## src/rtl/fetch_queue_if.sv

```systemverilog
// fetch_queue_if: instruction-memory, redirect and IF/ID-facing signals of the fetch front end
interface fetch_queue_if #(parameter int PTR_W = 2);
    logic [31:0]    imem_addr;
    logic [31:0]    imem_rdata;
    logic           redirect;
    logic [31:0]    redirect_pc;
    logic           id_stall;
    logic [31:0]    instr_out;
    logic [31:0]    pc_next_out;
    logic           valid_out;
    logic [PTR_W:0] count_out;
    modport master (
        output imem_addr, instr_out, pc_next_out, valid_out, count_out,
        input  imem_rdata, redirect, redirect_pc, id_stall
    );
    modport slave (
        input  imem_addr, instr_out, pc_next_out, valid_out, count_out,
        output imem_rdata, redirect, redirect_pc, id_stall
    );
endinterface

```

## src/rtl/fetch_queue.sv

```systemverilog
// fetch_queue: fetch PC owner plus a small FIFO of {instruction, pc+4} pairs feeding IF/ID
module fetch_queue #(
    parameter int          DEPTH    = 4,
    parameter int          PTR_W    = 2,
    parameter logic [31:0] RESET_PC = 32'h00000000
) (
    input logic           clk,
    input logic           reset,
    fetch_queue_if.master bus
);
    localparam logic [PTR_W:0] FULL = (PTR_W + 1)'(DEPTH);
    logic [63:0]    mem_q [DEPTH];
    logic [63:0]    mem_d [DEPTH];
    logic [31:0]    fetch_pc_q, fetch_pc_d;
    logic [PTR_W-1:0] rd_ptr_q, rd_ptr_d, wr_ptr_q, wr_ptr_d;
    logic [PTR_W:0] count_q, count_d;
    logic           valid, push, pop;
    assign valid           = count_q != '0;
    assign bus.imem_addr   = fetch_pc_q;
    assign bus.valid_out   = valid;
    assign bus.count_out   = count_q;
    assign bus.instr_out   = valid ? mem_q[rd_ptr_q][63:32] : 32'h0;
    assign bus.pc_next_out = valid ? mem_q[rd_ptr_q][31:0] : 32'h0;
    always_comb begin
        pop        = valid & ~bus.id_stall & ~bus.redirect;
        push       = ~bus.redirect & ((count_q != FULL) | pop);
        fetch_pc_d = bus.redirect ? {bus.redirect_pc[31:2], 2'b00} :
                     push ? fetch_pc_q + 32'd4 : fetch_pc_q;
        wr_ptr_d   = bus.redirect ? '0 : wr_ptr_q + PTR_W'(push);
        rd_ptr_d   = bus.redirect ? '0 : rd_ptr_q + PTR_W'(pop);
        count_d    = bus.redirect ? '0 : count_q + (PTR_W + 1)'(push) - (PTR_W + 1)'(pop);
        mem_d      = mem_q;
        if (push) mem_d[wr_ptr_q] = {bus.imem_rdata, fetch_pc_q + 32'd4};
    end
    always_ff @(posedge clk) begin
        if (reset) begin
            fetch_pc_q <= RESET_PC;
            rd_ptr_q   <= '0;
            wr_ptr_q   <= '0;
            count_q    <= '0;
        end else begin
            fetch_pc_q <= fetch_pc_d;
            rd_ptr_q   <= rd_ptr_d;
            wr_ptr_q   <= wr_ptr_d;
            count_q    <= count_d;
        end
    end
    always_ff @(posedge clk) mem_q <= mem_d;
endmodule

```

## src/flat_wrapper.sv

```systemverilog
// flat-port wrapper written by rule: the top's interface ports become plain ports
module fetch_queue_flat 
#(
    parameter int          DEPTH    = 4,
    parameter int          PTR_W    = 2,
    parameter logic [31:0] RESET_PC = 32'h00000000
)
  (clk, reset, bus_imem_addr, bus_instr_out, bus_pc_next_out, bus_valid_out, bus_count_out, bus_imem_rdata, bus_redirect, bus_redirect_pc, bus_id_stall);
  fetch_queue_if #(.PTR_W(PTR_W)) bus_i ();
  input logic clk;
  input logic reset;
  output wire logic [$bits(bus_i.imem_addr)-1:0] bus_imem_addr;
  output wire logic [$bits(bus_i.instr_out)-1:0] bus_instr_out;
  output wire logic [$bits(bus_i.pc_next_out)-1:0] bus_pc_next_out;
  output wire logic [$bits(bus_i.valid_out)-1:0] bus_valid_out;
  output wire logic [$bits(bus_i.count_out)-1:0] bus_count_out;
  input wire logic [$bits(bus_i.imem_rdata)-1:0] bus_imem_rdata;
  input wire logic [$bits(bus_i.redirect)-1:0] bus_redirect;
  input wire logic [$bits(bus_i.redirect_pc)-1:0] bus_redirect_pc;
  input wire logic [$bits(bus_i.id_stall)-1:0] bus_id_stall;
  assign bus_imem_addr = bus_i.imem_addr;
  assign bus_instr_out = bus_i.instr_out;
  assign bus_pc_next_out = bus_i.pc_next_out;
  assign bus_valid_out = bus_i.valid_out;
  assign bus_count_out = bus_i.count_out;
  assign bus_i.imem_rdata = bus_imem_rdata;
  assign bus_i.redirect = bus_redirect;
  assign bus_i.redirect_pc = bus_redirect_pc;
  assign bus_i.id_stall = bus_id_stall;
  fetch_queue #(.DEPTH(DEPTH), .PTR_W(PTR_W), .RESET_PC(RESET_PC)) u_core (.clk(clk), .reset(reset), .bus(bus_i));
endmodule
```

## config.mk

```make
export PLATFORM = sky130hd
export DESIGN_NAME = fetch_queue_flat
export DESIGN_NICKNAME = d
export VERILOG_FILES = /design/src/rtl/fetch_queue_if.sv /design/src/rtl/fetch_queue.sv /design/src/flat_wrapper.sv
export SDC_FILE = /design/constraint.sdc
export NUM_CORES = 1
export LEC_CHECK = 0
export CELL_PAD_IN_SITES_DETAIL_PLACEMENT = 1
export CELL_PAD_IN_SITES_GLOBAL_PLACEMENT = 1
export CORE_AREA = 2 2 165 167
export DETAILED_ROUTE_END_ITERATION = 8
export DIE_AREA = 0 0 167 169
export GPL_TIMING_DRIVEN = 0
export MAX_ROUTING_LAYER = met4
export PLACE_DENSITY_LB_ADDON = 0.1
export SLEW_MARGIN = 20
export SYNTH_ARGS = -nofsm -noshare
export SYNTH_HDL_FRONTEND = slang
export SYNTH_SLANG_ARGS = --single-unit
```

## constraint.sdc

```tcl
create_clock -name clk -period 11.3 [get_ports clk]
set_input_delay 1.695 -clock clk [delete_from_list [all_inputs] [get_ports clk]]
set_output_delay 1.695 -clock clk [all_outputs]
set_load 0.01 [all_outputs]
```

======== Word level (Yosys, flattened, before mapping) ========
Index checks and enable logic that the tools add are counted.
word-level totals
  register bits after elaboration ......... 295
  output and inout port bits .............. 100
  word-level logic and storage cells ...... 40
cells by class
  $add $sub $neg .......................... 5
  $lt $le $gt $ge ......................... 3
  equality and inequality tests ........... 1
  mux-type cells .......................... 10
  bitwise operators ....................... 8
  reduce and logical (&&, ||, !) cells .... 4
operator list
  kind                     number
  $bwmux W256              1
  $mux W64                 3
  $bmux W64 S2             1
  $demux W64 S2            1
  $mux W32                 4
  $add A32 B3 Y32 const B  1
  $ge A3 B3 Y1 const B     2
  $not A2 Y3               2
  $add A2 B1 Y2            2
  $add A3 B1 Y3            1
  $and A1 B1 Y1            3
  $lt A3 B1 Y1 const B     1
  $ne A3 B3 Y1 const B     1
  $reduce_bool A3 Y1       1
  $sub A3 B1 Y3            1
  $not A1 Y1               2
  $reduce_bool A2 Y1       1
  $reduce_or A2 Y1         1
  $logic_and A1 B1 Y1      1
  $or A1 B1 Y1             1

======== Longest topological paths before layout ========
Gate-level depths: netlist (run 1).
  depth after elaboration ................. 7
  gate-level depth with buffers ........... 9
  depth with buffers taken out ............ 8

======== Least setup slack after synthesis (run 1) ========
Ideal clock, no wire load.
  kind .................................... input to register
  from .................................... input port bus_id_stall
  to ...................................... register u_core.mem_q[100] in the netlist's numbering, enable pin
  library setup time ...................... 657 ps
  arrival ................................. 8640 ps
  required time ........................... 10643 ps
  slack ................................... 2003 ps
  cell stages on the path ................. 4
  buffers on the path ..................... 2
  cells stage by stage .................... nor4bb_1 clkbuf_1 clkbuf_1 nor4b_1
on the way
  word-level cells in the longest chain between the ends .. 5
RTL lines
  item                        RTL line            RTL
  start, declared             flat_wrapper.sv:20  input wire logic [$bits(bus_i.id_stall)-1:0] bus_id_stall;
  $not A1 Y1                  fetch_queue.sv:25   pop = valid & ~bus.id_stall & ~bus.redirect;
  $and A1 B1 Y1 (2 in a row)  fetch_queue.sv:25
  $or A1 B1 Y1                fetch_queue.sv:26   push = ~bus.redirect & ((count_q != FULL) | pop);
  $and A1 B1 Y1               fetch_queue.sv:26
  end signal, assigned        fetch_queue.sv:48   always_ff @(posedge clk) mem_q <= mem_d;
  end, declared               fetch_queue.sv:12   logic [63:0] mem_q [DEPTH];
No other way between the ends.
A chain may end at the register's enable or synchronous reset.

======== Final worst setup path (run 1) ========
  from .................................... input port bus_id_stall
  to ...................................... register u_core.mem_q[113] in the netlist's numbering, enable pin
The elaborated chain is that of the path after synthesis.

==> metrics.yaml, run 1 <==
drt:
  wirelength_mm: 29.9
  drtIter0Drc: 403
  wl_met2_mm: 14.5
  dr_wl_met3_mm: 1.37
  maxUsedRoutingLayer: "met4"
  drc: 0
  dr.pass1.iters: 6
  ant_nets: 0
  wl_met1_mm: 13.4
  wire_per_inst_um: 22.7
  vias_per_cell: 5.60
  num_vias: 7383
die:
  rows: 60
  core-area_mm2: 0.0265
  die_area_mm2: 0.0282
  dieWidth_um: 167
  die_h_um: 169
  initial_utilization_pct: 45.2
  pin_count: 168
timing:
  hold_violations: 0
  setup_ws_ps: 6430
  fin_skew_ps: 15.6
  finalCritPeriodShare_pct: 43.1
  maxSlewHeadroom_pct: 42.2
  rsz0062_at_grt: "false"
  finalSetupViolations: 0
  finalMaxSlewViolations: 0
  period_minus_slack_ps: 4870
  worst_pin_slew_ps: 860
  max_clock_freq_mhz: 205
clocking:
  cts-root-buf: "clkbuf_16"
  tritoncts: "built"
  cts_resized: 0
  cts_buffer_depth: 3
  cts_hold_buf: 0
  cts.sinks: 285
  cts_inserted_buffers: 29
  post_cts_buffers: 0
  clk_pin_slew_ps: 60
  htreeDepth: 1
  clock_latency_ps: 540
placement:
  port_buffers: 160
  postPlaceCellArea_mm2: 0.0143
  post-place-ws_ps: 5930
  place_hpwl_mm: 21.0
  gp_congestion: 0.888
logic_synthesis:
  synth_cell_type_count: 52
  yosys.area.top_type_share_pct: 62.1
  synth_seq_area_share_pct: 68.3
  synth-seq-cells: 285
  synth-edff-count: 248
  synthTopCellsByArea: "edfxtp_1, mux4_2, dfxtp_1"
  netlist_instances: 733
  syn_area_mm2: 0.0120
  yosys_warnings: 0
  async_flop_share_pct: 0
  synth_area_per_cell_um2: 16.4
  yosysMostFrequentCell: "edfxtp_1"
  yosys_most_used_dff: "edfxtp_1"
  yosysTopAreaCell: "edfxtp_1"
  ys_top_cells_by_count: "edfxtp_1, nor2b_1, mux4_2, nor2_1, dfxtp_1"
power:
  vdd_drop_max_mv: 0.114
  p_per_area_mw_per_mm2: 162
  power.leakage_uw: 0.00500
layout:
  syn_to_final_growth_pct: 27.9
  nets: 1030
  drive_above_1_share_pct: 16.9
  diodes: 0
  fin_area_mm2: 0.0153
  multi_input_comb_area_mm2: 0.00358
  fillers: 2503
  seq_area_mm2: 0.00819
global_route:
  grt_pass1_vias: 7938
  grt_max_degree: 41
  grt_pass1_wl_mm: 46.9
  grt.overflow.total: 0
  track_usage_pct: 22.0
  antenna_found_initial: 0
setup_path:
  cpMostUsedCell: "buf_2"
  cp.required_ps: 11580
  critical_path_class: "input port to flip-flop"
  worstPathCellList: "clkdlybuf4s50_1 -> nor4bb_1 -> clkbuf_1 -> clkbuf_1 -> nor4b_2 -> buf_4 -> buf_2 -> buf_2 -> buf_2"
  slowest_delay_ps: 690
  crit_path_start_kind: "input port"
  arrival_ps: 5160
  cp_slowest_cell: "nor4bb_1"
  path_max_fanout: 10
  endpoint_kind: "flip-flop"
min_path:
  min_path_type: "flip-flop to flip-flop"
run_status:
  status: "complete, no violations"
flow_run:
  maxCapViolCount: 0
-- stage by stage --
step	setup TNS, ps	utilization, %	hold WS [ps]	total power, uW	instances
after floorplan	0	-	533	1340	736
after global placement	-445720	52.9	551	1460	1237
after detailed placement	0	53.9	584	1470	1266
after CTS	0	57.9	601	2520	1318
after global routing	0	57.9	627	2570	1318
final	0	57.9	611	2490	1318
-- cell families (layout without fill, tap and decap cells) --
| family | count (synthesis) | after routing | synth area share (%) |
|---|---|---|---|
| xor gates and xnor gates | 40 | 40 | 2.92 |
| adders and majority gates | 6 | 6 | 0.689 |
| DFF | 285 | 285 | 68.3 |
| buffers and inverters | 63 | 304 | 2.21 |
| muxes | 62 | 62 | 11.6 |
| other | 1 | 4 | 0.0313 |
| AOI/OAI and AO/OA | 58 | 58 | 3.76 |
| and+or+nand+nor | 218 | 218 | 10.4 |
-- routing by layer --
layer,global-route usage [%],vias to the layer above
met5,-,-
met4,5.85,0
met3,2.41,55
met2,35.2,236
met1,30.5,3771
li1,-,3321
-- area by class of cell --
class	count	area share, %
Buffer	50	1.41
Clock buffer	31	4.78
Clock inverter	21	2.04
Inverter	13	0.318
Multi-Input combinational cell	388	23.4
Sequential cell	285	53.4
Tap cell	341	2.78
Timing Repair Buffer	189	11.9
-- path summary, 6_finish.rpt --
path                                         startpoint                  to  slack [ps]  cells past startpoint
worst min-delay path                 u_core.rd_ptr_q[0]  u_core.rd_ptr_q[0]         610                      2
worst max-delay path                       bus_id_stall   u_core.mem_q[113]        6430                      9
worst min register to register       u_core.rd_ptr_q[0]  u_core.rd_ptr_q[0]         610                      2
worst max register to register  u_core.bus.count_out[2]   u_core.mem_q[113]        7630                      8
-- cell usage in the layout, fill, tap and decap left out, drive strengths merged, types with 4 or more instances in the layout --
cell type      count
a211oi             9
inv               12
and2               9
clkinv            11
mux4              62
nand2             20
o221ai             5
a311oi            10
clkdlybuf4s50    160
nor3               7
ha                 5
a31oi              6
clkbuf            65
or3                8
o21ai              4
and4               6
nor4               8
nand4             10
xnor2             25
nand3             22
dfxtp             37
o31ai              4
nor2              39
xor2              15
nor2b             65
buf               45
and3               9
conb               4
edfxtp           248
bufinv             8
or4                5
-- report_power, final --
part | switching (uW) | internal [uW]
combinational | 116 | 122
clock | 393 | 651
sequential | 22.5 | 1180
-- critical path, delay by kind of cell --
kind,cells,cell delay (ps)
buffers and inverters,7,2530
AND/OR/NAND/NOR,2,910
-- sequential cells by signal, indices dropped and copies added, names as in the netlist --
register	count
u_core.bus.count_out	3
u_core.bus.imem_addr	30
u_core.mem_q	248
u_core.rd_ptr_q	2
u_core.wr_ptr_q	2
No activity file was read; power rests on OpenSTA's default activity.
==> run 2, diff against run 1 <==
--- a/config.mk
+++ b/config.mk
@@ -7,9 +7,9 @@
 export LEC_CHECK = 0
 export CELL_PAD_IN_SITES_DETAIL_PLACEMENT = 1
 export CELL_PAD_IN_SITES_GLOBAL_PLACEMENT = 1
-export CORE_AREA = 2 2 165 167
+export CORE_AREA = 2 2 172 174
 export DETAILED_ROUTE_END_ITERATION = 8
-export DIE_AREA = 0 0 167 169
+export DIE_AREA = 0 0 174 176
 export GPL_TIMING_DRIVEN = 0
 export MAX_ROUTING_LAYER = met4
 export PLACE_DENSITY_LB_ADDON = 0.1
==> constraint.sdc (replaced) <==
create_clock -name clk -period 4.3 [get_ports clk]
set_input_delay 0.645 -clock clk [delete_from_list [all_inputs] [get_ports clk]]
set_output_delay 0.645 -clock clk [all_outputs]
set_load 0.01 [all_outputs]
==> run 2 against run 1 <==
  * Sequential power grew to 2.6 times the previous value
  * Hold slack got worse by 32 ps
  * Sequential share of layout area shrank 0.49 points
  * Critical path depth decreased by 4
  * Largest cell class unchanged
==> metrics.yaml, run 2 (synthesis results as in run 1) <==
clocking:
  cts_hold_buf: 0
  cts.sinks: 285
  clk_pin_slew_ps: 60
  cts-root-buf: "clkbuf_16"
  post_cts_buffers: 0
  tritoncts: "built"
  cts_inserted_buffers: 29
  cts_buffer_depth: 3
  clock_latency_ps: 530
  htreeDepth: 1
  cts_resized: 0
timing:
  maxSlewHeadroom_pct: 41.1
  fin_skew_ps: 10.7
  worst_pin_slew_ps: 877
  hold_violations: 0
  period_minus_slack_ps: 3640
  finalMaxSlewViolations: 0
  finalCritPeriodShare_pct: 84.6
  setup_ws_ps: 660
  finalSetupViolations: 0
  rsz0062_at_grt: "false"
  max_clock_freq_mhz: 275
layout:
  final_cells: 1353
  mostFrequentLayoutCell: "edfxtp_1"
  largest_reg_flops: 248
  most-common-layout-cells: "edfxtp_1, clkdlybuf4s50_1, nor2b_1"
  syn_to_final_growth_pct: 29.1
  diodes: 0
  regMostFlops: "u_core.mem_q"
  utilization_pct: 54.2
  drive_above_1_share_pct: 16.2
  nets: 1021
placement:
  post-place-ws_ps: 396
  place_hpwl_mm: 21.1
  dp_cells: 1300
  gp_congestion: 0.909
  port_buffers: 160
die:
  die_area_mm2: 0.0306
  pin_count: 168
  initial_utilization_pct: 42.0
  rows: 62
  dieWidth_um: 174
  core-area_mm2: 0.0285
  die_h_um: 176
flow_run:
  maxCapViolCount: 0
drt:
  drtIter0Drc: 487
  vias_per_cell: 5.37
  wire_per_inst_um: 22.1
  dr.pass1.iters: 5
  ant_nets: 0
  wirelength_mm: 29.9
  drc: 0
  num_vias: 7263
power:
  vdd_drop_max_mv: 0.290
  power.leakage_uw: 0.00499
  p_per_area_mw_per_mm2: 426
  finalPower_uw: 6590
setup_path:
  path_max_fanout: 10
  crit_path_start_kind: "flip-flop"
  critical_path_class: "flip-flop to primary output"
  endpoint_kind: "primary output"
  arrival_ps: 2990
  cp.required_ps: 3650
global_route:
  antenna_found_initial: 0
  grt_max_degree: 38
  grt.overflow.total: 0
  track_usage_pct: 20.4
  grt_pass1_vias: 8098
  grt_pass1_wl_mm: 47.1
min_path:
  min_path_type: "flip-flop to flip-flop"
run_status:
  status: "complete, no violations"
run 2: final cells by class:
class / instances / area, um^2
clock inverters: 18 / 302
clock buffers: 35 / 768
well taps: 384 / 480
multi-input cells: 388 / 3600
repair buffers: 180 / 1870
inverters: 13 / 48.8
flip-flops and latches: 285 / 8190
fillers: 2776 / 13100
plain buffers: 50 / 216
run 2: path summary, 6_finish.rpt:
path         slack, ps  depth (start not counted)                     from                       to
max                660                          5       u_core.rd_ptr_q[0]      bus_pc_next_out[23]
min                580                          2  u_core.bus.imem_addr[3]  u_core.bus.imem_addr[3]
max reg2reg        930                          8  u_core.bus.count_out[2]        u_core.mem_q[117]
min reg2reg        580                          2  u_core.bus.imem_addr[3]  u_core.bus.imem_addr[3]
run 2: critical path: stages (launching register included):
cell and delay (ps):
dfxtp_1 360, clkbuf_1 420, buf_2 450, mux4_2 550, nor2b_1 160, clkdlybuf4s50_1 540
run 2: routing by layer:
layer	global-route usage [%]	wire length (um)
met1	26.7	13200
met2	34.5	14900
met3	2.84	1390
met4	4.48	450
met5	-	0
run 2: stage by stage:
stage	hold slack (ps)	instance area, um^2	TNS (ps)
3_3_place_gp	555	14100	-407290
3_5_place_dp	557	14400	0
2_1_floorplan	547	12000	0
4_1_cts	573	15500	0
5_1_grt	618	15500	0
6_report	579	15500	0
run 2: power by group:
part           leakage, uW  internal (uW)  switching, uW  total [uW]
sequential         0.00260           3110           60.9        3170
combinational      0.00187            327            304         631
clock             0.000520           1750           1040        2790
